$ cat src/rtl/reaction_timer_pkg.sv
// Shared types and helpers for the reaction timer: FSM states, BCD constants,
// prescaler width helper.
package reaction_pkg;

  typedef enum logic [1:0] {
    IDLE = 2'd0,
    RUN  = 2'd1,
    DONE = 2'd2
  } state_t;

  localparam logic [3:0] BCD_NINE = 4'd9;

  function automatic int presc_w(input int clk_per_ms);
    return (clk_per_ms <= 2) ? 1 : $clog2(clk_per_ms);
  endfunction

endpackage

$ cat src/rtl/reaction_timer_bcd_digit.sv
// One BCD digit of the elapsed-time counter; carry_out feeds the next digit.
import reaction_pkg::*;

module bcd_digit (
  input  logic       clk,
  input  logic       rst,
  input  logic       clr,
  input  logic       inc,
  output logic [3:0] dig,
  output logic       carry_out
);

  assign carry_out = inc & (dig == BCD_NINE);

  always_ff @(posedge clk) begin
    if (rst || clr)
      dig <= 4'd0;
    else if (inc)
      dig <= (dig == BCD_NINE) ? 4'd0 : dig + 4'd1;
  end

endmodule

$ cat src/rtl/reaction_timer.sv
// Reaction-time measurement: ms prescaler, BCD elapsed counter, outcome flags
// and best-hit register, sequenced by an IDLE/RUN/DONE FSM.
import reaction_pkg::*;

module reaction_timer #(
  parameter int CLK_PER_MS = 12000,
  parameter int DIGITS     = 4,
  parameter int BTN_W      = 8
) (
  input  logic                  clk,
  input  logic                  rst,
  input  logic                  det_start,
  input  logic                  restart,
  input  logic [BTN_W-1:0]      btn_deb,
  input  logic [BTN_W-1:0]      bit_sel,
  output logic                  det_end,
  output logic                  busy,
  output logic [4*DIGITS-1:0]   result,
  output logic [4*DIGITS-1:0]   best,
  output logic                  hit,
  output logic                  wrong,
  output logic                  timeout,
  output logic                  false_start
);

  localparam int PW = presc_w(CLK_PER_MS);

  state_t                    state;
  logic [PW-1:0]             presc;
  logic [DIGITS-1:0][3:0]    digs;
  logic [DIGITS-1:0]         inc;
  logic [DIGITS-1:0]         carry;
  logic [DIGITS-1:0]         nine;
  logic [BTN_W-1:0]          pressed;
  logic                      tick, all_nine, hit_c, wrong_c, clr, tick_inc;

  assign pressed  = ~btn_deb;
  assign hit_c    = (pressed == bit_sel);
  assign wrong_c  = (pressed != '0) && !hit_c;
  assign tick     = (presc == PW'(CLK_PER_MS - 1));
  assign all_nine = &nine;

  // Any honoured det_start zeroes the result: arming, re-arming or false start.
  assign clr = det_start && ((state != RUN) || !restart);

  // Counting only happens on an uninterrupted RUN cycle; all-nines saturates.
  assign tick_inc = (state == RUN) && !restart && !det_start && !hit_c &&
                    !wrong_c && tick && !all_nine;

  generate
    for (genvar i = 0; i < DIGITS; i++) begin : g_dig
      if (i == 0) begin : g_lsd
        assign inc[i] = tick_inc;
      end else begin : g_upper
        assign inc[i] = carry[i-1];
      end
      assign nine[i] = (digs[i] == BCD_NINE);
      bcd_digit u_dig (
        .clk       (clk),
        .rst       (rst),
        .clr       (clr),
        .inc       (inc[i]),
        .dig       (digs[i]),
        .carry_out (carry[i])
      );
    end
  endgenerate

  assign result  = digs;
  assign busy    = (state == RUN);
  // A restart coinciding with DONE swallows the end pulse.
  assign det_end = (state == DONE) && !restart;

  always_ff @(posedge clk) begin
    if (rst) begin
      state       <= IDLE;
      presc       <= '0;
      best        <= {DIGITS{BCD_NINE}};
      hit         <= 1'b0;
      wrong       <= 1'b0;
      timeout     <= 1'b0;
      false_start <= 1'b0;
    end else begin
      if (state == DONE && hit && (result < best))
        best <= result;

      case (state)
        IDLE, DONE: begin
          if (det_start) begin
            presc       <= '0;
            hit         <= 1'b0;
            wrong       <= 1'b0;
            timeout     <= 1'b0;
            false_start <= (pressed != '0);
            state       <= (pressed == '0) ? RUN : DONE;
          end else begin
            state <= IDLE;
          end
        end
        RUN: begin
          if (restart) begin
            state <= IDLE;
          end else if (det_start) begin
            presc <= '0;
          end else if (hit_c) begin
            hit   <= 1'b1;
            state <= DONE;
          end else if (wrong_c) begin
            wrong <= 1'b1;
            state <= DONE;
          end else if (tick && all_nine) begin
            timeout <= 1'b1;
            state   <= DONE;
          end else begin
            presc <= tick ? '0 : presc + PW'(1);
          end
        end
        default: state <= IDLE;
      endcase
    end
  end

endmodule

$ cat config.mk
export PLATFORM = sky130hd
export DESIGN_NAME = reaction_timer
export DESIGN_NICKNAME = d
export VERILOG_FILES = /design/src/rtl/reaction_timer_pkg.sv /design/src/rtl/reaction_timer_bcd_digit.sv /design/src/rtl/reaction_timer.sv
export SDC_FILE = /design/constraint.sdc
export NUM_CORES = 1
export LEC_CHECK = 0
export ABC_CLOCK_PERIOD_IN_PS = 2100
export CORE_MARGIN = 3
export CORE_UTILIZATION = 50
export DETAILED_ROUTE_END_ITERATION = 8
export DONT_BUFFER_PORTS = 1
export PLACE_DENSITY = 0.68
export SLEW_MARGIN = 20
export SYNTH_ARGS = -nofsm -noshare
export SYNTH_HDL_FRONTEND = slang
export SYNTH_SLANG_ARGS = --single-unit
$ cat constraint.sdc
create_clock -name clk -period 2.1 [get_ports clk]
set_clock_uncertainty 0.15 [all_clocks]
set_input_delay 0.315 -clock clk [delete_from_list [all_inputs] [get_ports clk]]
set_output_delay 0.315 -clock clk [all_outputs]
set_load 0.05 [all_outputs]
==> results by group, run 1 <==
Global routing
  • First-pass GRT wire length: 12800 um
  • Initial antenna violation count: 0
  • GRT overflow: 0
  • Number of global-route vias before repair: 2850
  • Total GRT Usage: 21.5%
  • Largest net degree at the start of global routing: 43

Critical path
  • Bufs and invs on worst path: 0
  • Worst-case reg-to-reg path depth: 7
  • Crit Path Max Fanout: 6
  • CP startpoint: presc[1]
  • Crit path kind: flop to flop
  • Critical path's most frequent cell: and4_4
  • Worst EP arrival: 2.15 ns
  • CP Capture Point: g_dig[3].u_dig.dig[2]
  • CP startpoint kind: flop
  • Crit path required time: 2.13 ns
  • Crit path depth: 7
  • Reg2Reg Capture Point: g_dig[3].u_dig.dig[2]
  • Slowest-stage cell, CP: or4b_4
  • Internal reg-to-reg setup slack: -0.02 ns
  • Critical path cell sequence: ha_4 -> and4_4 -> and4_4 -> or4b_4 -> nor3_2 -> xnor2_1 -> nor2_1
  • CP delay by family, top: simple AND/OR/NAND/NOR gates
  • CP endpoint kind: flop
  • RR Startpoint: presc[1]
  • CP peak stage delay: 0.51 ns

Finish
  • Ant diodes: 0
  • Nets: 480
  • Most frequent cells in the layout: buf_4, nor2_1, a21oi_1, nand2_1, dfxtp_1
  • Share of cells above drive strength 1: 34.4%
  • Layout area overhead: 31.0%
  • Commonest non-fill, non-tap cell in the layout: buf_4

Placed design
  • Place WS: -0.0980 ns
  • Input/output buffers: 0
  • GPL Wtd Cong: 0.837
  • DPL Wire Length: 5950 um

CTS
  • Clock Root Buffer: clkbuf_8
  • Deepest clock path buffer count: 2
  • Clk sink count: 52
  • Clock latency on the worst-skew pair: 0.30 ns
  • Clk pin slew, worst setup/hold paths: 0.09 ns
  • CTS tree: built
  • CTS buffer count: 5
  • H-Tree Level Count: 2

Floorplanning
  • Die height: 85.7 um
  • Die ar.: 7340 sq um
  • Initial Util: 52.7%
  • Core box area: 6030 sq um
  • Cell Rows: 28
  • DIE WIDTH: 85.7 um
  • IO Pins: 58

Route
  • Antenna-violating nets left: 0
  • Vias: 2958
  • Initial DRC count: 129
  • # DRC: 0
  • Total Routed Length: 8020 um
  • WL per Instance: 15.4 um
  • Drt via density: 5.69
  • Number of detailed-route iterations in the first pass: 4

Yosys
  • Main area contributors after synthesis: dfxtp_1, ha_1, mux2i_1
  • Avg Cell Area, Syn: 8.51 sq um
  • EDFF count, synth: 0
  • Top cell type's share of synthesized area: 32.8%
  • Seq/Total Area, Yosys: 32.8%
  • #FFs+latches synth: 52
  • Syn. warnings: 0
  • Mapped Area: 3180 sq um
  • Post-Synthesis Net Count: 409
  • Fraction of registers with async set/reset: 0%
  • Synth unique cells: 54
  • Main synth FF type: dfxtp_1
  • Cell taking the most area after synthesis: dfxtp_1
  • Cells after Synth: 373

Outcome
  • Failing checks: setup timing
  • Status: finished, violations left

Power
  • PwrDens: 388 nW/um^2
  • Pleak: 1.55 nW
  • Peak VDD IR: 0.296 mV

Flow run
  • Max-cap check violation count: 0

STA
  • Final setup violation count: 3
  • Maximum clock frequency: 472 MHz
  • Final period util: 101%
  • Worst slew pin tran: 0.528 ns
  • RSZ-0062 raised after global routing: yes
  • Rel. slew slack: 64.8%
  • Fin Setup TNS: -0.0264 ns
  • Final Hold Viols: 0
  • Setup ws final: -0.0166 ns
  • Crit path time final: 2.12 ns
  • Pins over their slew limit: 0

Min path
  • Worst Hold Class: primary input to flop
worst min path at each step:
stage,slack (ns),depth (start not counted),endpoint,from
floorplan,0.30,2,presc[13],presc[13]
global placement,0.24,1,false_start,rst
detailed placement,0.24,1,false_start,rst
CTS,-0.09,1,timeout,rst
global route,0.02,2,best[14],rst
finish,0.03,2,best[14],rst
worst reg2reg max path, delay by kind of cell, from the launching register on:
family | cells | cell delay (ns)
fa+ha+maj | 1 | 0.14
flops | 1 | 0.36
simple gates | 5 | 1.19
xor+xnor | 1 | 0.15
flip-flops by register name (all words and copies together), names as in the netlist:
name and cells:
state 2, best 16, presc 14, wrong 1, timeout 1, g_dig.u_dig.dig 16, false_start 1, hit 1
area by class of cell:
class	instances	area, sq um
tap	75	93.8
inverter	20	75.1
clock buffer	7	76.3
timing repair buffer	75	596
clock inverter	1	3.75
multi-input combinational	290	2190
fill	471	1870
sequential	52	1120
cell families after synthesis:
group / count (synthesis) / share of synthesized area, %
XOR/XNOR: 19 / 5.24
multiplexers: 17 / 5.36
flip-flops: 52 / 32.8
adder cells (fa/ha/maj): 16 / 6.30
AO/OA/AOI/OAI: 71 / 14.5
buffers and inverters: 32 / 4.14
AND/OR/NAND/NOR: 166 / 31.6
what timing repair did:
item | 4_1_cts | 5_1_grt
pin swaps | 3 | 11
buffers inserted | 0 | 4
endpoints found under the hold margin | 8 | 6
resized for setup | 9 | 18
endpoints found under the setup margin | 17 | 33
cloned | 0 | 1
hold buffers | 2 | 1
synth_stat cells, drive strengths merged (2+ instances only):
cell type	number
dfxtp	52
nor2	36
a21oi	27
nand2	23
inv	20
nand2b	18
mux2i	17
ha	16
o21ai	16
nor2b	13
xnor2	13
clkbuf	10
nand3	10
nand4	9
a21o	7
and4	7
nor3	7
or3	7
a31oi	6
nor4	6
xor2	6
and3	5
o31ai	4
and4bb	3
nand4b	3
nor3b	3
nor4b	3
nor4bb	3
or4	3
a211oi	2
a41oi	2
buf	2
o211ai	2
or2b	2
report_power, final:
| group | internal (mW) | switching [mW] | total [mW] |
|---|---|---|---|
| Sequential | 0.969 | 0.0112 | 0.980 |
| Combinational | 0.0410 | 0.0447 | 0.0857 |
| Clock | 0.233 | 0.314 | 0.547 |
layer usage:
layer	wire, um	global-route usage, %	part of all wire, %
met2	4140	39.3	52
met1	3360	24.7	42
met3	361	4.42	4.5
met4	158	7.48	2.0
met5	0	0	0
metrics by stage:
stage | instances | utilization (%) | hold slack, ns | cell area, sq um | power [mW]
after global placement | 504 | 64.3 | 0.236 | 3880 | 1.08
after global routing | 520 | 69.0 | 0.0182 | 4160 | 1.68
after floorplan | 373 | - | 0.304 | 3320 | 1.07
after detailed placement | 504 | 64.3 | 0.239 | 3880 | 1.08
final | 520 | 69.0 | 0.0260 | 4160 | 1.61
after CTS | 514 | 66.7 | -0.0893 | 4020 | 1.63
(Power assumes the default switching activity.)
==> run 2: changes to the inputs <==
Settings changed: CTS_CLUSTER_SIZE set to 16, PLACE_DENSITY 0.68 to 0.69.
==> run 2 against run 1 <==
Effect of this change: the flow still finishes with violations (setup timing); global-route usage increased by 1.6 points; critical path depth unchanged; worst setup slack got worse by 0.050 ns; register-to-register slack got worse by 0.05 ns; hold slack got worse by 0.0064 ns; via count increased by 3.5%; utilization increased by 3.9 points; clock power increased by 72%; critical endpoint is now g_dig[3].u_dig.dig[1]; largest power group unchanged.
==> results by group, run 2 (same netlist as run 1, synthesis figures left out) <==
Finish
  • Layout area overhead: 38.3%
  • Multi-input logic area: 2220 sq um (+1.3%)
  • Final std cells w/o fill: 533 (+2.5%)
  • Most frequent cells in the layout: buf_4, nor2_1, a21oi_1, nand2_1
  • Filler cells: 474 (+0.64%)
  • Commonest non-fill, non-tap cell in the layout: buf_4
  • Ant diodes: 0 (unchanged)
  • Nets: 493 (+2.7%)
  • Largest regs: best (16), g_dig.u_dig.dig (16), presc (14)
  • Storage cell area: 1130 sq um (+0.67%)
  • Share of cells above drive strength 1: 38.2% (+3.8 points)

Floorplanning
  • Cell Rows: 28 (unchanged)
  • Die height: 85.7 um (unchanged)
  • IO Pins: 58 (unchanged)
  • Initial Util: 52.7% (unchanged)
  • DIE WIDTH: 85.7 um (unchanged)
  • Core box area: 6030 sq um (unchanged)
  • Die ar.: 7340 sq um (unchanged)

Global routing
  • Number of global-route vias before repair: 3062 (+7.4%)
  • First-pass GRT wire length: 14000 um (+8.6%)
  • GRT overflow: 0 (unchanged)
  • Initial antenna violation count: 0 (unchanged)
  • Total GRT Usage: 23.1% (+1.6 points)
  • Largest net degree at the start of global routing: 43 (unchanged)

Route
  • Initial DRC count: 127 (-1.6%)
  • Drt via density: 5.74 (+0.99%)
  • WL per Instance: 15.9 um (+3.2%)
  • Number of detailed-route iterations in the first pass: 4 (unchanged)
  • # DRC: 0 (unchanged)
  • Vias: 3062 (+3.5%)
  • Antenna-violating nets left: 0 (unchanged)
  • Total Routed Length: 8480 um (+5.8%)

CTS
  • Clock latency on the worst-skew pair: 0.31 ns (about the same)
  • Clock Root Buffer: clkbuf_8
  • H-Tree Level Count: 2 (unchanged)
  • CTS tree: built
  • CTS buffer count: 5 (unchanged)
  • Clk sink count: 52 (unchanged)
  • Clk pin slew, worst setup/hold paths: 0.10 ns (about the same)
  • Deepest clock path buffer count: 2 (unchanged)

STA
  • Worst slew pin tran: 0.534 ns (+0.00549 ns)
  • Maximum clock frequency: 462 MHz (-2.3%)
  • Final setup violation count: 5 (+2)
  • Hold_ws: 0.0196 ns (-0.00639 ns)
  • Final Hold Viols: 0 (unchanged)
  • Crit path time final: 2.17 ns (+0.0502 ns)
  • RSZ-0062 raised after global routing: yes
  • Fin Setup TNS: -0.130 ns (-0.103 ns)
  • Pins over their slew limit: 0 (unchanged)
  • Rel. slew slack: 64.4% (-0.41 points)
  • Final period util: 103% (+2.4 points)
  • Setup ws final: -0.0668 ns (-0.0502 ns)

Power
  • PwrDens: 457 nW/um^2 (+18%)
  • Pleak: 1.66 nW (+7.6%)
  • Peak VDD IR: 0.310 mV (+4.7%)

Min path
  • Worst Hold Class: primary input to flop

Outcome
  • Failing checks: setup timing
  • Status: finished, violations left

Placed design
  • GPL Wtd Cong: 0.852 (+1.8%)
  • Post-Place Cells: 505 (+0.20%)
  • Input/output buffers: 0 (unchanged)
  • DPL Wire Length: 5960 um (about the same)

Critical path
  • Worst EP arrival: 2.20 ns (+0.05 ns)
  • CP endpoint kind: flop
  • CP startpoint kind: flop
  • Crit path kind: flop to flop
  • Crit path required time: 2.13 ns (about the same)
  • Crit Path Max Fanout: 6 (unchanged)

Flow run
  • Max-cap check violation count: 0 (unchanged)
## run 2: worst max-delay path: stages (launching register included)
cell and delay (ns):
dfxtp_2 0.36, ha_4 0.14, and4_1 0.20, and4_4 0.28
or4b_4 0.52, nor2_4 0.12, mux2i_1 0.22, nor2_1 0.06
## run 2: what timing repair did
action                                  CTS  global route
resized for setup                        13            25
endpoints found under the setup margin   20            38
endpoints found under the hold margin     8             6
cloned                                    1             1
setup buffers                            12             3
pin swaps                                10             3
hold buffers                              2             1
## run 2: per-stage QoR
step	power, mW	area, sq um	setup WS, ns	util [%]
after floorplan	1.07	3320	-0.0523	-
after global routing	2.07	4390	-0.125	72.9
after CTS	2.02	4220	-0.0105	70.1
final	2.01	4390	-0.0668	72.9
after global placement	1.08	3880	-0.0445	64.5
after detailed placement	1.08	3880	-0.0858	64.5
## run 2: path summary, 6_finish.rpt
kind / startpoint / endpoint / slack, ns / cells after the start
worst max-delay path: presc[0] / g_dig[3].u_dig.dig[1] / -0.07 / 7
worst min-delay path: rst / best[14] / 0.02 / 2
worst max register to register: presc[0] / g_dig[3].u_dig.dig[1] / -0.07 / 7
worst min register to register: presc[13] / presc[13] / 0.36 / 2
## run 2: layout make-up
class / count / area share [%]
clock buffers: 5 / 1.57
clock inverters: 3 / 2.05
inverters: 20 / 1.71
multi-input cells: 290 / 50.6
flip-flops and latches: 52 / 25.7
well taps: 75 / 2.14
repair buffers: 88 / 16.3
## run 2: power breakdown
part	total [mW]	leakage [nW]	switching [mW]	internal, mW
logic	0.0875	1.15	0.0445	0.0429
registers	0.978	0.436	0.0115	0.966
clock network	0.942	0.0784	0.346	0.596
## run 2: routing by layer
layer	routed length [um]	global-route usage, %	share of wire [%]
met1	3540	27.8	42
met2	4360	41.6	51
met3	407	4.61	4.8
met4	168	6.62	2.0
met5	0	0	0
==> run 3: changes to the inputs <==
Settings changed: HOLD_SLACK_MARGIN set to 0.15.
==> run 3 against run 2 <==
Effect of this change: the flow still finishes with violations (setup timing); design area is 9.6% higher; sequential power hardly changed; cell count is 6.6% higher; largest cell class unchanged; worst setup slack worse by 0.10 ns; critical path depth stayed put; die area stayed put; register-to-register slack worse by 0.10 ns; total power is 1.5% higher; utilization is 7.0 points higher; sequential share of layout area is 2.2 points lower; hold slack better by 0.14 ns; highest routed layer unchanged.
==> results by group, run 3 (same netlist as run 1, synthesis figures left out) <==
Placed design
  • GPL Wtd Cong: 0.852 (unchanged)
  • DPL Wire Length: 5960 um (unchanged)
  • Place WS: -0.0858 ns (unchanged)
  • Input/output buffers: 0 (unchanged)

Power
  • PwrDens: 423 nW/um^2 (-7.4%)
  • Pleak: 1.80 nW (+8.0%)
  • Tot Pwr: 2.04 mW (+1.5%)
  • Peak VDD IR: 0.322 mV (+3.7%)

Finish
  • Commonest non-fill, non-tap cell in the layout: buf_4
  • Largest regs: best (16), g_dig.u_dig.dig (16), presc (14)
  • Layout area overhead: 51.7%
  • Share of cells above drive strength 1: 37.1% (-1.1 points)
  • Nets: 528 (+7.1%)
  • Ant diodes: 0 (unchanged)
  • Most frequent cells in the layout: buf_4, dlygate4sd3_1, nor2_1

Route
  • Drt via density: 5.84 (+1.7%)
  • Antenna-violating nets left: 0 (unchanged)
  • Number of detailed-route iterations in the first pass: 4 (unchanged)
  • Total Routed Length: 10100 um (+19%)
  • WL per Instance: 17.8 um (+12%)
  • Vias: 3317 (+8.3%)
  • Initial DRC count: 163 (+28%)
  • # DRC: 0 (unchanged)

STA
  • RSZ-0062 raised after global routing: yes
  • Setup ws final: -0.167 ns (-0.100 ns)
  • Crit path time final: 2.27 ns (+0.100 ns)
  • Pins over their slew limit: 0 (unchanged)
  • Final Hold Viols: 0 (unchanged)
  • Rel. slew slack: 64.4% (+0.092 points)
  • Maximum clock frequency: 441 MHz (-4.4%)
  • Final setup violation count: 18 (+13)
  • Fin Setup TNS: -0.907 ns (-0.778 ns)
  • Worst slew pin tran: 0.533 ns (-0.000646 ns)
  • Final period util: 108% (+4.8 points)

Flow run
  • Max-cap check violation count: 0 (unchanged)

Critical path
  • CP peak stage delay: 0.38 ns (-0.14 ns)
  • Crit path required time: 2.16 ns (+0.03 ns)
  • Worst EP arrival: 2.33 ns (+0.13 ns)
  • CP delay by family, top: compound AO/OA/AOI/OAI gates
  • Critical path cell sequence: ha_4 -> a21o_1 -> a31oi_2 -> o2111ai_2 -> a21oi_4 -> buf_12 -> mux2i_1
  • Crit path kind: flop to flop
  • Crit Path Max Fanout: 7 (+1)
  • Slowest-stage cell, CP: dfxtp_4
  • CP startpoint kind: flop
  • Bufs and invs on worst path: 1 (+1)
  • CP endpoint kind: flop

CTS
  • Deepest clock path buffer count: 2 (unchanged)
  • Clk pin slew, worst setup/hold paths: 0.10 ns (about the same)
  • CTS buffer count: 5 (unchanged)
  • CTS tree: built
  • Clock Root Buffer: clkbuf_8
  • Clock latency on the worst-skew pair: 0.31 ns (about the same)
  • Clk sink count: 52 (unchanged)
  • H-Tree Level Count: 2 (unchanged)

Floorplanning
  • Cell Rows: 28 (unchanged)
  • Core box area: 6030 sq um (unchanged)
  • Initial Util: 52.7% (unchanged)
  • Die height: 85.7 um (unchanged)
  • DIE WIDTH: 85.7 um (unchanged)
  • Die ar.: 7340 sq um (unchanged)
  • IO Pins: 58 (unchanged)

Global routing
  • Initial antenna violation count: 0 (unchanged)
  • Largest net degree at the start of global routing: 43 (unchanged)
  • GRT overflow: 0 (unchanged)
  • Number of global-route vias before repair: 3299 (+7.7%)
  • First-pass GRT wire length: 15000 um (+7.7%)
  • Total GRT Usage: 25.0% (+1.8 points)

Outcome
  • Failing checks: setup timing
  • Status: finished, violations left

Min path
  • Worst Hold Class: primary input to flop
-- run 3: cell count changes in the layout (fill, tap and decap cells not counted), moves of 2 or more --
cell	change
a21oi_1	-3
dlygate4sd3_1	+34
nand2_2	-2
ha_1	-2
nor4_2	-2
a21oi_2	+2
ha_4	+2
-- run 3: where the power goes --
part	switching, mW	total (mW)	internal, mW
Clock	0.360	0.956	0.596
Combinational	0.0495	0.105	0.0559
Sequential	0.0114	0.977	0.965
-- run 3: metrics by stage --
step / cell area, sq um / cells / hold slack [ns] / util [%]
2_1_floorplan: 3320 / 373 / 0.304 / -
3_3_place_gp: 3880 / 505 / 0.238 / 64.5
3_5_place_dp: 3880 / 505 / 0.240 / 64.5
4_1_cts: 4550 / 561 / -0.0909 / 75.5
5_1_grt: 4820 / 568 / 0.178 / 79.9
6_report: 4820 / 568 / 0.162 / 79.9
-- run 3: path summary, 6_finish.rpt --
| path | cells past startpoint | slack, ns | from | end |
|---|---|---|---|---|
| worst max-delay path | 7 | -0.17 | g_dig[2].u_dig.dig[1] | best[5] |
| worst max register to register | 7 | -0.17 | g_dig[2].u_dig.dig[1] | best[5] |
| worst min register to register | 2 | 0.35 | presc[13] | presc[13] |
| worst min-delay path | 3 | 0.16 | det_start | timeout |
-- run 3: per-layer routing --
metal,part of all wire [%],GRT usage [%],vias to the layer above
li1,-,-,1586
met3,4.9,5.09,16
met2,54,44.6,102
met5,0,0,-
met4,1.8,8.49,0
met1,40,29.6,1613
-- run 3: cell type report --
cell class | instances | area [sq um]
clock buffer | 5 | 68.8
clock inverter | 3 | 90.1
fill | 361 | 1210
inverter | 20 | 77.6
multi-input combinational | 290 | 2290
sequential | 52 | 1130
tap | 75 | 93.8
timing repair buffer | 123 | 1070
-- run 3: worst reg2reg max path, cell delays in order, from the launching register on --
cell	delay, ns
dfxtp_4	0.38
ha_4	0.24
a21o_1	0.19
a31oi_2	0.21
o2111ai_2	0.21
a21oi_4	0.31
buf_12	0.18
mux2i_1	0.30
-- run 3: repair_timing --
item / in CTS / in global routing
hold endpoints to repair: 25 / 6
endpoints found under the setup margin: 20 / 39
pin swaps: 10 / 11
buffers inserted: 12 / 4
hold buffers: 35 / 2
resized for setup: 13 / 39
cloned: 1 / 1
